File: config.mk
export PLATFORM = sky130hd
export DESIGN_NAME = key_conditioner
export DESIGN_NICKNAME = d
export VERILOG_FILES = /design/src/rtl/key_cond_pkg.sv /design/src/rtl/key_debounce_1.sv /design/src/rtl/key_conditioner.sv
export SDC_FILE = /design/constraint.sdc
export NUM_CORES = 1
export LEC_CHECK = 0
export BUFFER_PORTS_ARGS = -buffer_cell sky130_fd_sc_hd__buf_2
export CAP_MARGIN = 20
export CORE_AREA = 4 4 107 120
export CTS_CLUSTER_SIZE = 25
export DETAILED_ROUTE_END_ITERATION = 6
export DIE_AREA = 0 0 111 124
export PLACE_DENSITY = 0.65
export SYNTH_ARGS = -nofsm -noshare
export SYNTH_HDL_FRONTEND = slang
export SYNTH_SLANG_ARGS = --single-unit
File: constraint.sdc
create_clock -name clk -period 5.9 [get_ports clk]
set_input_delay 0.295 -clock clk [delete_from_list [all_inputs] [get_ports clk]]
set_output_delay 0.295 -clock clk [all_outputs]
set_load 0.01 [all_outputs]
File: src/rtl/key_cond_pkg.sv
// -----------------------------------------------------------------------------
// key_cond_pkg
// Purpose : Shared types and default timing constants for the pushbutton
//           conditioner (key_conditioner / key_debounce_1).
// Contents: key_state_e     per-key debounce state
//           DEF_*           default timing constants (50 MHz system clock)
//           max_int()       elaboration helper for counter sizing
// -----------------------------------------------------------------------------
package key_cond_pkg;

    typedef enum logic [1:0] {
        RELEASED     = 2'd0,
        PRESS_WAIT   = 2'd1,
        HELD         = 2'd2,
        RELEASE_WAIT = 2'd3
    } key_state_e;

    // 20 ms debounce, 500 ms first repeat, 100 ms repeat period at 50 MHz
    localparam int DEF_DEBOUNCE_CYCLES = 1_000_000;
    localparam int DEF_REPEAT_DELAY    = 25_000_000;
    localparam int DEF_REPEAT_PERIOD   = 5_000_000;

    function automatic int max_int(input int a, input int b);
        return (a > b) ? a : b;
    endfunction

endpackage

File: src/rtl/key_debounce_1.sv
// -----------------------------------------------------------------------------
// key_debounce_1
// Purpose : Conditions one active-low pushbutton: 2-flop synchroniser, debounce
//           FSM with a stability counter, and (when KEY_AUTOREPEAT_EN is
//           defined) an auto-repeat counter that re-fires press pulses while
//           the key stays held.
// Ports   : clk              system clock
//           rst_n            asynchronous active-low reset
//           i_key_n          raw key, 0 = pressed, asynchronous to clk
//           o_pressed        debounced level, 1 = held
//           o_press_pulse    one-cycle strobe on accepted press / repeat
//           o_release_pulse  one-cycle strobe on accepted release
// Config  : KEY_AUTOREPEAT_EN adds REPEAT_DELAY, REPEAT_PERIOD, REPEAT_EN.
// -----------------------------------------------------------------------------
module key_debounce_1
    import key_cond_pkg::*;
#(
    parameter int DEBOUNCE_CYCLES = DEF_DEBOUNCE_CYCLES
`ifdef KEY_AUTOREPEAT_EN
    ,
    parameter int REPEAT_DELAY    = DEF_REPEAT_DELAY,
    parameter int REPEAT_PERIOD   = DEF_REPEAT_PERIOD,
    parameter bit REPEAT_EN       = 1'b0
`endif
) (
    input  logic clk,
    input  logic rst_n,
    input  logic i_key_n,
    output logic o_pressed,
    output logic o_press_pulse,
    output logic o_release_pulse
);

    localparam int            CW     = $clog2(DEBOUNCE_CYCLES + 1);
    localparam logic [CW-1:0] C_TERM = CW'(DEBOUNCE_CYCLES);
    localparam logic [CW-1:0] C_ONE  = CW'(1);

`ifdef KEY_AUTOREPEAT_EN
    // Repeat counter counts down to zero; the pulse fires on the zero cycle,
    // so it is loaded with (interval - 1).
    localparam int            RW       = $clog2(max_int(REPEAT_DELAY, REPEAT_PERIOD) + 1);
    localparam logic [RW-1:0] C_DELAY  = RW'(REPEAT_DELAY - 1);
    localparam logic [RW-1:0] C_PERIOD = RW'(REPEAT_PERIOD - 1);

    logic [RW-1:0] r_rcnt;
`endif

    logic          r_sync1;
    logic          r_sync2;
    key_state_e    r_state;
    logic [CW-1:0] r_cnt;
    logic          r_pressed;
    logic          r_press_pulse;
    logic          r_release_pulse;

    always_ff @(posedge clk or negedge rst_n) begin
        if (!rst_n) begin
            r_sync1         <= 1'b1;
            r_sync2         <= 1'b1;
            r_state         <= RELEASED;
            r_cnt           <= '0;
            r_pressed       <= 1'b0;
            r_press_pulse   <= 1'b0;
            r_release_pulse <= 1'b0;
`ifdef KEY_AUTOREPEAT_EN
            r_rcnt          <= '0;
`endif
        end else begin
            r_sync1         <= i_key_n;
            r_sync2         <= r_sync1;
            r_press_pulse   <= 1'b0;
            r_release_pulse <= 1'b0;
            case (r_state)
                RELEASED: begin
                    if (!r_sync2) begin
                        r_state <= PRESS_WAIT;
                        r_cnt   <= C_ONE;
                    end
                end
                PRESS_WAIT: begin
                    if (r_sync2) begin
                        r_state <= RELEASED;
                        r_cnt   <= '0;
                    end else if (r_cnt == C_TERM) begin
                        r_state       <= HELD;
                        r_cnt         <= '0;
                        r_pressed     <= 1'b1;
                        r_press_pulse <= 1'b1;
`ifdef KEY_AUTOREPEAT_EN
                        r_rcnt        <= C_DELAY;
`endif
                    end else begin
                        r_cnt <= r_cnt + C_ONE;
                    end
                end
                HELD: begin
                    if (r_sync2) begin
                        r_state <= RELEASE_WAIT;
                        r_cnt   <= C_ONE;
`ifdef KEY_AUTOREPEAT_EN
                        r_rcnt  <= '0;
                    end else if (REPEAT_EN) begin
                        if (r_rcnt == '0) begin
                            r_press_pulse <= 1'b1;
                            r_rcnt        <= C_PERIOD;
                        end else begin
                            r_rcnt <= r_rcnt - 1'b1;
                        end
`endif
                    end
                end
                RELEASE_WAIT: begin
                    if (!r_sync2) begin
                        // Bounce on release: back to HELD silently, repeat
                        // timing restarts from the initial delay.
                        r_state <= HELD;
                        r_cnt   <= '0;
`ifdef KEY_AUTOREPEAT_EN
                        r_rcnt  <= C_DELAY;
`endif
                    end else if (r_cnt == C_TERM) begin
                        r_state         <= RELEASED;
                        r_cnt           <= '0;
                        r_pressed       <= 1'b0;
                        r_release_pulse <= 1'b1;
                    end else begin
                        r_cnt <= r_cnt + C_ONE;
                    end
                end
                default: begin
                    r_state <= RELEASED;
                    r_cnt   <= '0;
                end
            endcase
        end
    end

    assign o_pressed       = r_pressed;
    assign o_press_pulse   = r_press_pulse;
    assign o_release_pulse = r_release_pulse;

endmodule

File: src/rtl/key_conditioner.sv
// -----------------------------------------------------------------------------
// key_conditioner
// Purpose : Front-end for active-low pushbuttons. Each key is synchronised,
//           debounced and turned into a clean level plus press/release pulses
//           by an independent key_debounce_1 instance.
// Ports   : clk            system clock
//           rst_n          asynchronous active-low reset
//           key_n          raw pushbuttons, 0 = pressed
//           pressed        debounced levels, 1 = held
//           press_pulse    one-cycle strobes on accepted press (and repeats)
//           release_pulse  one-cycle strobes on accepted release
// Config  : KEY_AUTOREPEAT_EN enables auto-repeat and the REPEAT_DELAY,
//           REPEAT_PERIOD and REPEAT_MASK parameters.
// -----------------------------------------------------------------------------
module key_conditioner
    import key_cond_pkg::*;
#(
    parameter int NUM_KEYS        = 4,
    parameter int DEBOUNCE_CYCLES = DEF_DEBOUNCE_CYCLES
`ifdef KEY_AUTOREPEAT_EN
    ,
    parameter int                  REPEAT_DELAY  = DEF_REPEAT_DELAY,
    parameter int                  REPEAT_PERIOD = DEF_REPEAT_PERIOD,
    parameter logic [NUM_KEYS-1:0] REPEAT_MASK   = 1
`endif
) (
    input  logic                clk,
    input  logic                rst_n,
    input  logic [NUM_KEYS-1:0] key_n,
    output logic [NUM_KEYS-1:0] pressed,
    output logic [NUM_KEYS-1:0] press_pulse,
    output logic [NUM_KEYS-1:0] release_pulse
);

    genvar gi;
    generate
        for (gi = 0; gi < NUM_KEYS; gi++) begin : g_key
            key_debounce_1 #(
                .DEBOUNCE_CYCLES (DEBOUNCE_CYCLES)
`ifdef KEY_AUTOREPEAT_EN
                ,
                .REPEAT_DELAY    (REPEAT_DELAY),
                .REPEAT_PERIOD   (REPEAT_PERIOD),
                .REPEAT_EN       (REPEAT_MASK[gi])
`endif
            ) u_key (
                .clk             (clk),
                .rst_n           (rst_n),
                .i_key_n         (key_n[gi]),
                .o_pressed       (pressed[gi]),
                .o_press_pulse   (press_pulse[gi]),
                .o_release_pulse (release_pulse[gi])
            );
        end
    endgenerate

endmodule

==> impl_results.md <==
* Outcome: complete, no violations
* Nets at 624
* P_leak at 2.59 nW
* Placed Instance Area at 0.00580 mm²
* Post-route ant nets at 0
* Core area at 0.0117 mm²
* Tmin final at 2.31 ns
* Via count at 4,565
* Synth warn at 0
* Async set-reset flop share out of synthesis at 100%
* I/O pins at 18
* Drt wl/cell at 15.3 µm
* Hold Path Class: input pin to register
* Longest Clk Path Bufs at 2
* Area Growth Syn to Fin at 7.84%
* Largest net degree at the start of global routing at 62
* Die Y at 124 µm
* Worst r2r src: g_key[0].u_key.r_cnt[0]
* Vias in the first global route at 4,206
* Vias per cell at 5.94
* DP Worst Slack at 3.46 ns
* DP HPWL at 7720 µm
* Hold Crit Start: key_n[0]
* Max Clock Skew at 0.00637 ns
* Worst-Margin Slew at 0.789 ns
* DR iter-0 viols at 432
* Final WL at 11,800 µm
* Post-synth EDFFs at 0
* DRT Pass-1 Iters at 4
* RSZ-0062 raised after global routing: false
* Clock Pin Slew Worst Setup and Hold Paths at 0.07 ns
* Clk_lat worst skew at 0.36 ns
* Setup_tns at 0 ns
* Gp weighted congestion at 0.815
* First-pass GRT wire length at 20,200 µm
* Seq cells post-synth at 108
* Final instance area at 0.00616 mm²
* CTS sink cnt at 108
* Final setup viols at 0
* Cell count after synthesis at 618
* Syn_nets at 632
* Die X at 111 µm
* Max-slew violation count at 0
* Worst VDD drop at 0.000185 V
* Post-CTS setup buffer count at 0
* Total gr overflow at 0
* Mapped Avg Cell Area at 9.24 µm²
* Die area at 0.0138 mm²
* Share of cells above drive strength 1 at 10.6%
* Max-slew headroom at 47.0%
* Post-synthesis sequential area ratio at 47.5%
* Max Clk Rate at 0.432 GHz
* Residual DRC at 0
* Mapped cell area at 0.00571 mm²
* Root Driver: clkbuf_16
* Rows at 42
* Worst reg2reg setup slack at 3.59 ns
* Commonest non-fill, non-tap cell in the layout: dfrtp_1
* Hold depth at 1
* Port Buffers at 17
* Data arrival time at the worst-slack endpoint at 2.59 ns
* Placed Cells at 751
* Final worst slack at 3.59 ns
* Dominant synthesized flop cell: dfrtp_1
* R2R depth at 8
* Ant. Diodes at 0
* Crit path cell chain: inv_1 -> ha_1 -> nor4bb_1 -> and3_1 -> a21oi_2 -> buf_4 -> a41oi_1 -> a31oi_1
* Num CTS Buffers at 9
* Fin crit share at 39.2%
* H-tree depth at 3
* CTS tree: yes
* CP Max Fanout at 19
* WP data required at 6.17 ns
* Maxcap violations at 0
* Worst Hold End: g_key[0].u_key.r_sync1
* Critical R2R Capture: g_key[0].u_key.r_cnt[17]
* Power per cell area at 286 mW/mm²
* Final core occ at 52.6%
* Worst setup SP type: register
* Non-filler instance count after layout at 769
* Antenna violations before repair at 1
* Hold Violations, Final at 0
* Most frequent cells in the layout: dfrtp_1 (100), nand2_1 (71), a31oi_1 (60)
* Initial Util at 48.7%
* Max incr delay on CP at 0.57 ns
* GRT Total Usage at 17.8%
* Yosys cell types at 50
* Worst path slowest cell: a21oi_2
* WS Path Type: register to register
* CP Capture Type: register
==> Yosys cell counts, types with 3 or more instances <==
cell type / n / area share (%)
nor4b_1: 3 / 0.46
ha_1: 8 / 1.8
mux2i_1: 7 / 1.2
nor3_1: 13 / 1.1
dfrtp_1: 100 / 44
buf_2: 13 / 1.1
or4_1: 3 / 0.39
clkbuf_1: 15 / 0.99
and4b_1: 3 / 0.53
nand4_1: 18 / 2.0
inv_1: 18 / 1.2
o21ai_0: 22 / 1.9
and2_1: 5 / 0.55
nor2_1: 31 / 2.0
a41oi_1: 15 / 2.3
mux2_2: 3 / 0.59
nor4_1: 6 / 0.66
or2_2: 4 / 0.44
xor2_1: 3 / 0.46
xnor2_1: 6 / 0.92
a21oi_1: 53 / 4.6
nor4_2: 4 / 0.88
a21oi_2: 3 / 0.46
nand2b_1: 18 / 2.0
and3_1: 18 / 2.0
or3_1: 3 / 0.33
a31oi_1: 60 / 6.6
a21o_1: 4 / 0.53
dfstp_2: 8 / 3.7
nand3_1: 39 / 3.4
nor4bb_1: 5 / 0.88
buf_4: 12 / 1.6
nand2_1: 71 / 4.7
and4_1: 3 / 0.46
==> sequential cells by signal, summed over array words and instances, names as in the netlist, named ones only <==
register                     flops
g_key.u_key.o_press_pulse        4
g_key.u_key.r_sync1              4
g_key.u_key.r_state              4
g_key.u_key.o_release_pulse      4
g_key.u_key.r_cnt               80
g_key.u_key.o_pressed            4
g_key.u_key.r_sync2              4
==> how the worst max path moves through the flow <==
stage,cells after the start,endpoint,from,slack (ns)
2_1_floorplan,4,register,g_key[1].u_key.r_cnt[15],4.01
3_3_place_gp,7,g_key[3].u_key.r_cnt[8],g_key[3].u_key.r_cnt[0],3.57
3_5_place_dp,7,g_key[3].u_key.r_cnt[17],g_key[3].u_key.r_cnt[0],3.46
4_1_cts,7,g_key[3].u_key.r_cnt[14],g_key[3].u_key.r_cnt[0],3.43
5_1_grt,8,g_key[0].u_key.r_cnt[17],g_key[0].u_key.r_cnt[0],3.40
6_report,8,g_key[0].u_key.r_cnt[17],g_key[0].u_key.r_cnt[0],3.59
==> repair_timing <==
| item | in CTS | in global routing |
|---|---|---|
| endpoints found under the hold margin | 46 | 0 |
| resized for setup | 0 | 0 |
| hold buffers | 1 | 0 |
==> per-layer routing <==
metal / track usage (%) / part of all wire (%)
met1: 24.1 / 49
met2: 28.1 / 46
met3: 3.45 / 3.5
met4: 8.08 / 2.0
met5: 0 / 0.11
==> power by group <==
group	switching [mW]	leakage [nW]	internal, mW
clock	0.281	0.158	0.396
sequential	0.0590	1.45	0.779
combinational	0.162	0.974	0.0819
total	0.502	2.59	1.26
==> kinds of logic after synthesis <==
family	Yosys count	share of synthesized area, %
and+or+nand+nor	253	24.0
AOI/OAI and AO/OA	170	18.4
DFF	108	47.5
buffers and inverters	60	5.17
muxes	10	1.82
xor gates and xnor gates	9	1.38
adders and majority gates	8	1.75
==> final cells by class <==
type / count / area, µm²
Timing Repair Buffer: 23 / 143
Sequential cell: 108 / 2710
Inverter: 18 / 67.6
Clock inverter: 5 / 83.8
Fill cell: 1044 / 5560
Tap cell: 154 / 193
Multi-Input combinational cell: 450 / 2710
Clock buffer: 11 / 253
==> critical path, delay by kind of cell, from the launching register on <==
kind | cells | cell delay [ns]
AOI/OAI and AO/OA | 3 | 0.90
buffers and inverters | 2 | 0.42
DFF | 1 | 0.37
and+or+nand+nor | 2 | 0.33
adders and majority gates | 1 | 0.19
==> stage by stage <==
| stage | hold slack [ns] | power [mW] |
|---|---|---|
| detailed placement | 0.347 | 1.09 |
| global placement | 0.346 | 1.07 |
| global route | 0.0227 | 1.85 |
| finish | 0.0353 | 1.76 |
| CTS | 0.0219 | 1.76 |
| floorplan | -0.000591 | 1.02 |
Note: power is estimated with default switching activity, not from simulation.
